### config.mk
export PLATFORM = sky130hd
export DESIGN_NAME = uart_rx_unit
export DESIGN_NICKNAME = d
export VERILOG_FILES = /design/src/rtl/uart_rx_unit.sv
export SDC_FILE = /design/constraint.sdc
export NUM_CORES = 1
export LEC_CHECK = 0
export ABC_AREA = 0
export CAP_MARGIN = 5
export CORE_ASPECT_RATIO = 0.9
export CORE_MARGIN = 2
export CORE_UTILIZATION = 56
export CTS_CLUSTER_SIZE = 14
export DETAILED_ROUTE_END_ITERATION = 10
export MAX_ROUTING_LAYER = met4
export PLACE_DENSITY_LB_ADDON = 0.15
export SLEW_MARGIN = 20
export SYNTH_ARGS = -nofsm -noshare
export SYNTH_HDL_FRONTEND = slang
export SYNTH_SLANG_ARGS = --single-unit
export TNS_END_PERCENT = 30
### constraint.sdc
create_clock -name i_clk -period 2.99 [get_ports i_clk]
set_input_delay 0.598 -clock i_clk [delete_from_list [all_inputs] [get_ports i_clk]]
set_output_delay 0.598 -clock i_clk [all_outputs]
set_load 0.01 [all_outputs]
### src/rtl/uart_rx_unit.sv
// 8N1 UART receiver with built-in baud tick generator and 16x oversampling.
// Emits a one-cycle valid pulse per good byte and a one-cycle frame-error pulse.
module uart_rx_unit #(
  parameter int N           = 8,
  parameter int COUNT       = 131,
  parameter int COUNT_TICKS = 16
) (
  input  logic         i_clk,
  input  logic         i_rst,
  input  logic         i_rx,
  output logic [N-1:0] o_data,
  output logic         o_valid,
  output logic         o_frame_err,
  output logic         o_started,
  output logic [3:0]   o_state,
  output logic         o_tick
);

  localparam int CW = (COUNT > 1) ? $clog2(COUNT) : 1;
  localparam int TW = (COUNT_TICKS > 1) ? $clog2(COUNT_TICKS) : 1;
  localparam int BW = (N > 1) ? $clog2(N) : 1;

  localparam logic [1:0] S_IDLE  = 2'd0;
  localparam logic [1:0] S_START = 2'd1;
  localparam logic [1:0] S_DATA  = 2'd2;
  localparam logic [1:0] S_STOP  = 2'd3;

  localparam logic [CW-1:0] BAUD_LAST = CW'(COUNT - 1);
  localparam logic [TW-1:0] T_HALF    = TW'(COUNT_TICKS / 2 - 1);
  localparam logic [TW-1:0] T_FULL    = TW'(COUNT_TICKS - 1);
  localparam logic [BW-1:0] B_LAST    = BW'(N - 1);

  logic [CW-1:0] baud_q, baud_d;
  logic          tick;
  logic          rx_meta_q, rx_s_q;
  logic [1:0]    state_q, state_d;
  logic [3:0]    state_oh_q, state_oh_d;
  logic [TW-1:0] tcnt_q, tcnt_d;
  logic [BW-1:0] bcnt_q, bcnt_d;
  logic [N-1:0]  sreg_q, sreg_d;
  logic [N-1:0]  data_q, data_d;
  logic          valid_q, valid_d;
  logic          ferr_q, ferr_d;

  assign tick   = (baud_q == BAUD_LAST);
  assign baud_d = tick ? '0 : baud_q + CW'(1);

  always_comb begin
    state_d = state_q;
    tcnt_d  = tcnt_q;
    bcnt_d  = bcnt_q;
    sreg_d  = sreg_q;
    data_d  = data_q;
    valid_d = 1'b0;
    ferr_d  = 1'b0;
    unique case (state_q)
      S_IDLE: begin
        if (!rx_s_q) begin
          state_d = S_START;
          tcnt_d  = '0;
        end
      end
      S_START: begin
        if (tick) begin
          if (tcnt_q == T_HALF) begin
            tcnt_d  = '0;
            bcnt_d  = '0;
            state_d = rx_s_q ? S_IDLE : S_DATA;
          end else begin
            tcnt_d = tcnt_q + TW'(1);
          end
        end
      end
      S_DATA: begin
        if (tick) begin
          if (tcnt_q == T_FULL) begin
            tcnt_d = '0;
            sreg_d = {rx_s_q, sreg_q[N-1:1]};
            if (bcnt_q == B_LAST) begin
              state_d = S_STOP;
            end else begin
              bcnt_d = bcnt_q + BW'(1);
            end
          end else begin
            tcnt_d = tcnt_q + TW'(1);
          end
        end
      end
      S_STOP: begin
        if (tick) begin
          if (tcnt_q == T_FULL) begin
            tcnt_d  = '0;
            state_d = S_IDLE;
            if (rx_s_q) begin
              data_d  = sreg_q;
              valid_d = 1'b1;
            end else begin
              ferr_d = 1'b1;
            end
          end else begin
            tcnt_d = tcnt_q + TW'(1);
          end
        end
      end
      default: state_d = S_IDLE;
    endcase
  end

  // One-hot view is registered from the next state so it tracks state_q exactly
  assign state_oh_d = 4'b0001 << state_d;

  always_ff @(posedge i_clk or posedge i_rst) begin
    if (i_rst) begin
      baud_q     <= '0;
      rx_meta_q  <= 1'b1;
      rx_s_q     <= 1'b1;
      state_q    <= S_IDLE;
      state_oh_q <= 4'b0001;
      tcnt_q     <= '0;
      bcnt_q     <= '0;
      sreg_q     <= '0;
      data_q     <= '0;
      valid_q    <= 1'b0;
      ferr_q     <= 1'b0;
    end else begin
      baud_q     <= baud_d;
      rx_meta_q  <= i_rx;
      rx_s_q     <= rx_meta_q;
      state_q    <= state_d;
      state_oh_q <= state_oh_d;
      tcnt_q     <= tcnt_d;
      bcnt_q     <= bcnt_d;
      sreg_q     <= sreg_d;
      data_q     <= data_d;
      valid_q    <= valid_d;
      ferr_q     <= ferr_d;
    end
  end

  assign o_tick      = tick;
  assign o_data      = data_q;
  assign o_valid     = valid_q;
  assign o_frame_err = ferr_q;
  assign o_started   = (state_q != S_IDLE);
  assign o_state     = state_oh_q;

endmodule

**After elaboration in Yosys (flattened, before gate mapping)**

Index checks and enable logic that the tools add are counted.

- Input bits: 3
- Output and inout port bits: 16
- Word-level logic and storage cells: 68
- Register bits: 41

- Reductions and logical operators: 8
- Shifts and indexed selects: 1
- Equality and inequality tests: 14
- Multiplexer cells: 31
- Add/sub/neg operators: 3

Operators by type and width:

| kind | count |
|---|---|
| $mux W4 | 5 |
| $mux W2 | 9 |
| $mux W3 | 5 |
| $ne A2 B2 Y1 const B | 6 |
| $pmux W4 S3 | 1 |
| $add A8 B1 Y8 const B | 1 |
| $eq A8 B8 Y1 const B | 1 |
| $mux W1 | 8 |
| $mux W8 | 1 |
| $pmux W2 S4 | 1 |
| $pmux W3 S2 | 1 |
| $reduce_and A3 Y1 | 2 |
| $reduce_and A6 Y1 | 1 |
| $add A4 B1 Y4 const B | 1 |
| $eq A2 B2 Y1 const B | 2 |
| $eq A4 B3 Y1 const B | 1 |
| $eq A4 B4 Y1 const B | 1 |
| $reduce_and A4 Y1 | 1 |
| $reduce_bool A2 Y1 | 2 |
| $shl A1 B2 Y4 const A | 1 |
| $add A3 B1 Y3 const B | 1 |
| $eq A3 B3 Y1 const B | 1 |
| $eq A2 B1 Y1 const B | 1 |
| $logic_not A2 Y1 | 1 |
| other kinds (2) | 2 |

**Longest topological paths before layout**

Gate-level depths: netlist of the first run.

- Depth after elaboration: 6
- Depth in mapped cells: 6
- Depth with buffers taken out: 5

**Worst setup path after synthesis of the first run**

No wires, ideal clock.

- Path kind: flip-flop to flip-flop
- Start: register baud_q[0]
- End: register data_q[0] (netlist: o_data[0])
- Clock period less this slack: 2.081 ns
- Setup slack: 0.909 ns
- Arrival time: 1.957 ns
- Library setup time: 0.125 ns
- Cell stages (with the launch flop): 7
- Buffers on the path: 1
- Data required time: 2.865 ns
- Cells stage by stage: dfrtp_1 inv_1 ha_1 or4bb_1 buf_2 nor4_4 mux2_2

- Longest elaborated chain between the ends: 2

Ends and longest elaborated chain:

| element | line | RTL |
|---|---|---|
| from (decl) | 33 | `logic [CW-1:0] baud_q, baud_d;` |
| from (signal assigned) | 126 | `baud_q <= baud_d;` |
| $eq A8 B8 Y1 | 45 | `assign tick = (baud_q == BAUD_LAST);` |
| $reduce_and A4 Y1 (no line) | - |  |
| to (signal assigned) | 134 | `data_q <= data_d;` |
| to (decl) | 41 | `logic [N-1:0] data_q, data_d;` |

No other way between the ends.
A chain may end at the register's enable or synchronous reset.

**Worst setup path after layout of the first run**

- Start: register baud_q[3]
- End: output o_tick

- Longest elaborated chain between the ends: 1

Ends and longest elaborated chain:

| element | line | RTL |
|---|---|---|
| $eq A8 B8 Y1 | 45 |  |
| to (decl) | 16 | `output logic o_tick` |

No other way between the ends.

==> results of run 1 <==
[critical path, stage by stage, from the launching register on]
cell and delay [ns]:
dfrtp_1 0.44, or3_2 0.64, nor2_1 0.22, clkdlybuf4s50_1 0.57
[per-stage QoR]
| step | power [mW] | util [%] | setup slack (ns) |
|---|---|---|---|
| 3_3_place_gp | 0.585 | 64.6 | 0.596 |
| 6_report | 1.04 | 68.2 | 0.235 |
| 4_1_cts | 1.05 | 68.2 | 0.222 |
| 5_1_grt | 1.07 | 68.2 | 0.141 |
| 3_5_place_dp | 0.585 | 64.6 | 0.566 |
| 2_1_floorplan | 0.578 | - | 0.909 |
[synth_stat cells (2+ instances only)]
master / number
dfrtp_1: 38
mux2_2: 17
inv_1: 9
nand2_1: 9
nor2_1: 8
clkbuf_1: 5
ha_1: 5
nand3_1: 5
xnor2_1: 4
dfstp_2: 3
mux2i_1: 3
nand4_1: 3
nor2b_1: 3
o31ai_1: 3
o32ai_1: 3
a21oi_1: 2
nand2b_1: 2
nand4b_1: 2
nor3_1: 2
nor4_4: 2
nor4bb_1: 2
o41ai_1: 2
xor2_1: 2
[kinds of logic after synthesis]
family                     count (synthesis)
and+or+nand+nor                           49
buffers and inverters                     16
adders and majority gates                  5
AOI/OAI and AO/OA                         20
muxes                                     20
DFF                                       41
xor gates and xnor gates                   6
[metal layers]
metal | vias up | routed length, µm | global-route usage [%] | part of all wire (%)
met4 | 0 | 44 | 9.23 | 1.3
met1 | 673 | 1550 | 27.4 | 46
met3 | 6 | 136 | 5.32 | 4.0
met5 | - | 0 | - | 0
li1 | 620 | - | - | -
met2 | 26 | 1670 | 31.6 | 49
[area by class of cell]
cell class / instances / area (µm²)
Inverter: 9 / 33.8
Fill cell: 259 / 1060
Clock inverter: 2 / 37.5
Tap cell: 44 / 55.1
Timing Repair Buffer: 23 / 218
Multi-Input combinational cell: 100 / 813
Clock buffer: 6 / 82.6
Sequential cell: 41 / 1030
[power by group]
part | internal (mW) | switching, mW | total [mW] | leakage [nW]
Sequential | 0.557 | 0.00174 | 0.558 | 0.538
Combinational | 0.00383 | 0.0113 | 0.0151 | 0.435
Clock | 0.271 | 0.193 | 0.464 | 0.0574
[final timing paths]
| path | slack, ns | depth (start not counted) | endpoint |
|---|---|---|---|
| worst max-delay path | 0.24 | 3 | o_tick |
| worst min-delay path | 0.36 | 0 | rx_s_q |
| worst max register to register | 0.69 | 6 | o_data[3] |
| worst min register to register | 0.36 | 0 | rx_s_q |
| max in group asynchronous | 1.90 | 3 | rx_s_q |
| min in group asynchronous | 0.73 | 3 | sreg_q[6] |
[flip-flops by register name, summed over array words and instances, names as in the netlist]
name         count
state_q          2
o_valid          1
o_state          4
tcnt_q           4
sreg_q           8
o_frame_err      1
o_data           8
rx_s_q           1
baud_q           8
bcnt_q           3
rx_meta_q        1
==> flow_summary_export.csv, run 1 <==
group,metric,value,unit
placement,gp_congestion,0.858,
synthesis,synth.area.mux_share,11.6,%
synthesis,synth_xor_area_share,2.75,%
synthesis,synth_edf_count,0,
timing,rsz0062_at_grt,"false",
power_and_ir_drop,leakage,1.03,nW
global_routing,track_usage,21.1,%
worst_setup_path,cp-end-kind,"output port",
timing,hold_viol,0,
die,start_util,57.4,%
finish,final_cell_mix,"dfrtp_1, clkdlybuf4s50_1, mux2_2",
global_routing,grt-ovfl-total,0,
power_and_ir_drop,irDropWorstVdd,0.000315,V
die,die_area,3900,µm²
clock_tree,clock_path_buffers,2,
synthesis,synth_top_family_by_area,"simple AND/OR/NAND/NOR gates",
clock_tree,cts-htree-levels,2,
global_routing,grt_max_degree,42,
timing,maxSlewHeadroom,59.5,%
worst_setup_path,path_class,"reg2out",
finish,antennaDiodeCount,0,
synthesis,ys_seq_area_share,53.9,%
finish,final_cell_area,2270,µm²
global_routing,grt_pass1_vias,1311,
detailed_routing,avgRoutedWirePerCell,15.1,µm
die,ioPinCount,19,
power_and_ir_drop,power.density,457,nW/µm²
synthesis,synth-seq-cells,41,
synthesis,synth_cell_types,46,
clock_tree,tritoncts,"yes",
worst_setup_path,crit_required,2.39,ns
finish,layout-drive-gt1-share,21.5,%
die,die_x,65.6,µm
placement,io_buffers,18,
synthesis,async_reset_ff_share,100,%
min_path,min_path_type,"reg2reg",
clock_tree,root_buffer,"clkbuf_8",
synthesis,yosysTopAreaCellShare,49.7,%
die,rows,20,
detailed_routing,ant_nets,0,
synthesis,yosysTopAreaCell,"dfrtp_1",
clock_tree,post_cts_buffers,0,
synthesis,synth_warnings,0,
timing,tightest_slew,0.603,ns
worst_setup_path,critPathLaunchType,"register",
timing,post-route-min-period,2.75,ns
timing,tns,0,ns
synthesis,synth-adder-area-share,3.27,%
finish,nNetsFinal,188,
global_routing,antenna_found_initial,0,
placement,dpl_cell_area,2150,µm²
job,maxCapViolCount,0,
detailed_routing,wirelength,3400,µm
timing,slew_viol_final,0,
global_routing,grt_pass1_wl,5960,µm
timing,finalSetupViolations,0,
synthesis,syn_avg_cell_area,12.2,µm²
synthesis,synth_compound_area_share,8.57,%
timing,finClkSkew,0.0102,ns
clock_tree,clock_latency,0.29,ns
die,die_h,59.4,µm
run_status,outcome,"complete, no violations",
worst_setup_path,cp-startpoint,"baud_q[3]",
synthesis,synth_area,1910,µm²
clock_tree,numCtsBuffers,5,
synthesis,synthFlopType,"dfrtp_1",
detailed_routing,drtPass1Iterations,4,
placement,place_inst,217,
finish,layout_commonest_cell,"dfrtp_1",
worst_setup_path,worstPathArrival,2.16,ns
finish,area_growth,18.7,%
placement,dp_hpwl,2350,µm
worst_setup_path,critPathMaxFanout,9,
finish,instances_no_fill,225,
detailed_routing,drt_iter0_drc,113,
worst_setup_path,r2r-start,"baud_q[0]",
timing,max_freq,363,MHz
detailed_routing,avgViaCountPerCell,5.89,
clock_tree,cts-resized-gates,0,
timing,holdWs,0.358,ns
synthesis,synth_nets,165,
min_path,hold_start,"rx_meta_q",
die,fp.coreArea,3330,µm²
timing,period_share,92.1,%
clock_tree,cts_sinks,41,
detailed_routing,drt_drc_violations_left,0,
detailed_routing,vias,1325,
synthesis,syn_inst,157,
synthesis,synth-simple-area-share,16.4,%
synthesis,netlist_top_cells_area,"dfrtp_1, mux2_2, dfstp_2, ha_1, nor4_4",
clock_tree,cts.reportedPaths.clkPinSlew,0.07,ns
clock_tree,postCtsHoldBufs,0,
(Power assumes the default switching activity.)
==> run 2, diff against run 1 <==
--- a/config.mk
+++ b/config.mk
@@ -14,6 +14,7 @@
 export DETAILED_ROUTE_END_ITERATION = 10
 export MAX_ROUTING_LAYER = met4
 export PLACE_DENSITY_LB_ADDON = 0.15
+export SETUP_SLACK_MARGIN = 0.1
 export SLEW_MARGIN = 20
 export SYNTH_ARGS = -nofsm -noshare
 export SYNTH_HDL_FRONTEND = slang
==> results of run 2 <==
Same layout as run 1: the final DEF is identical, and so are final timing and power.
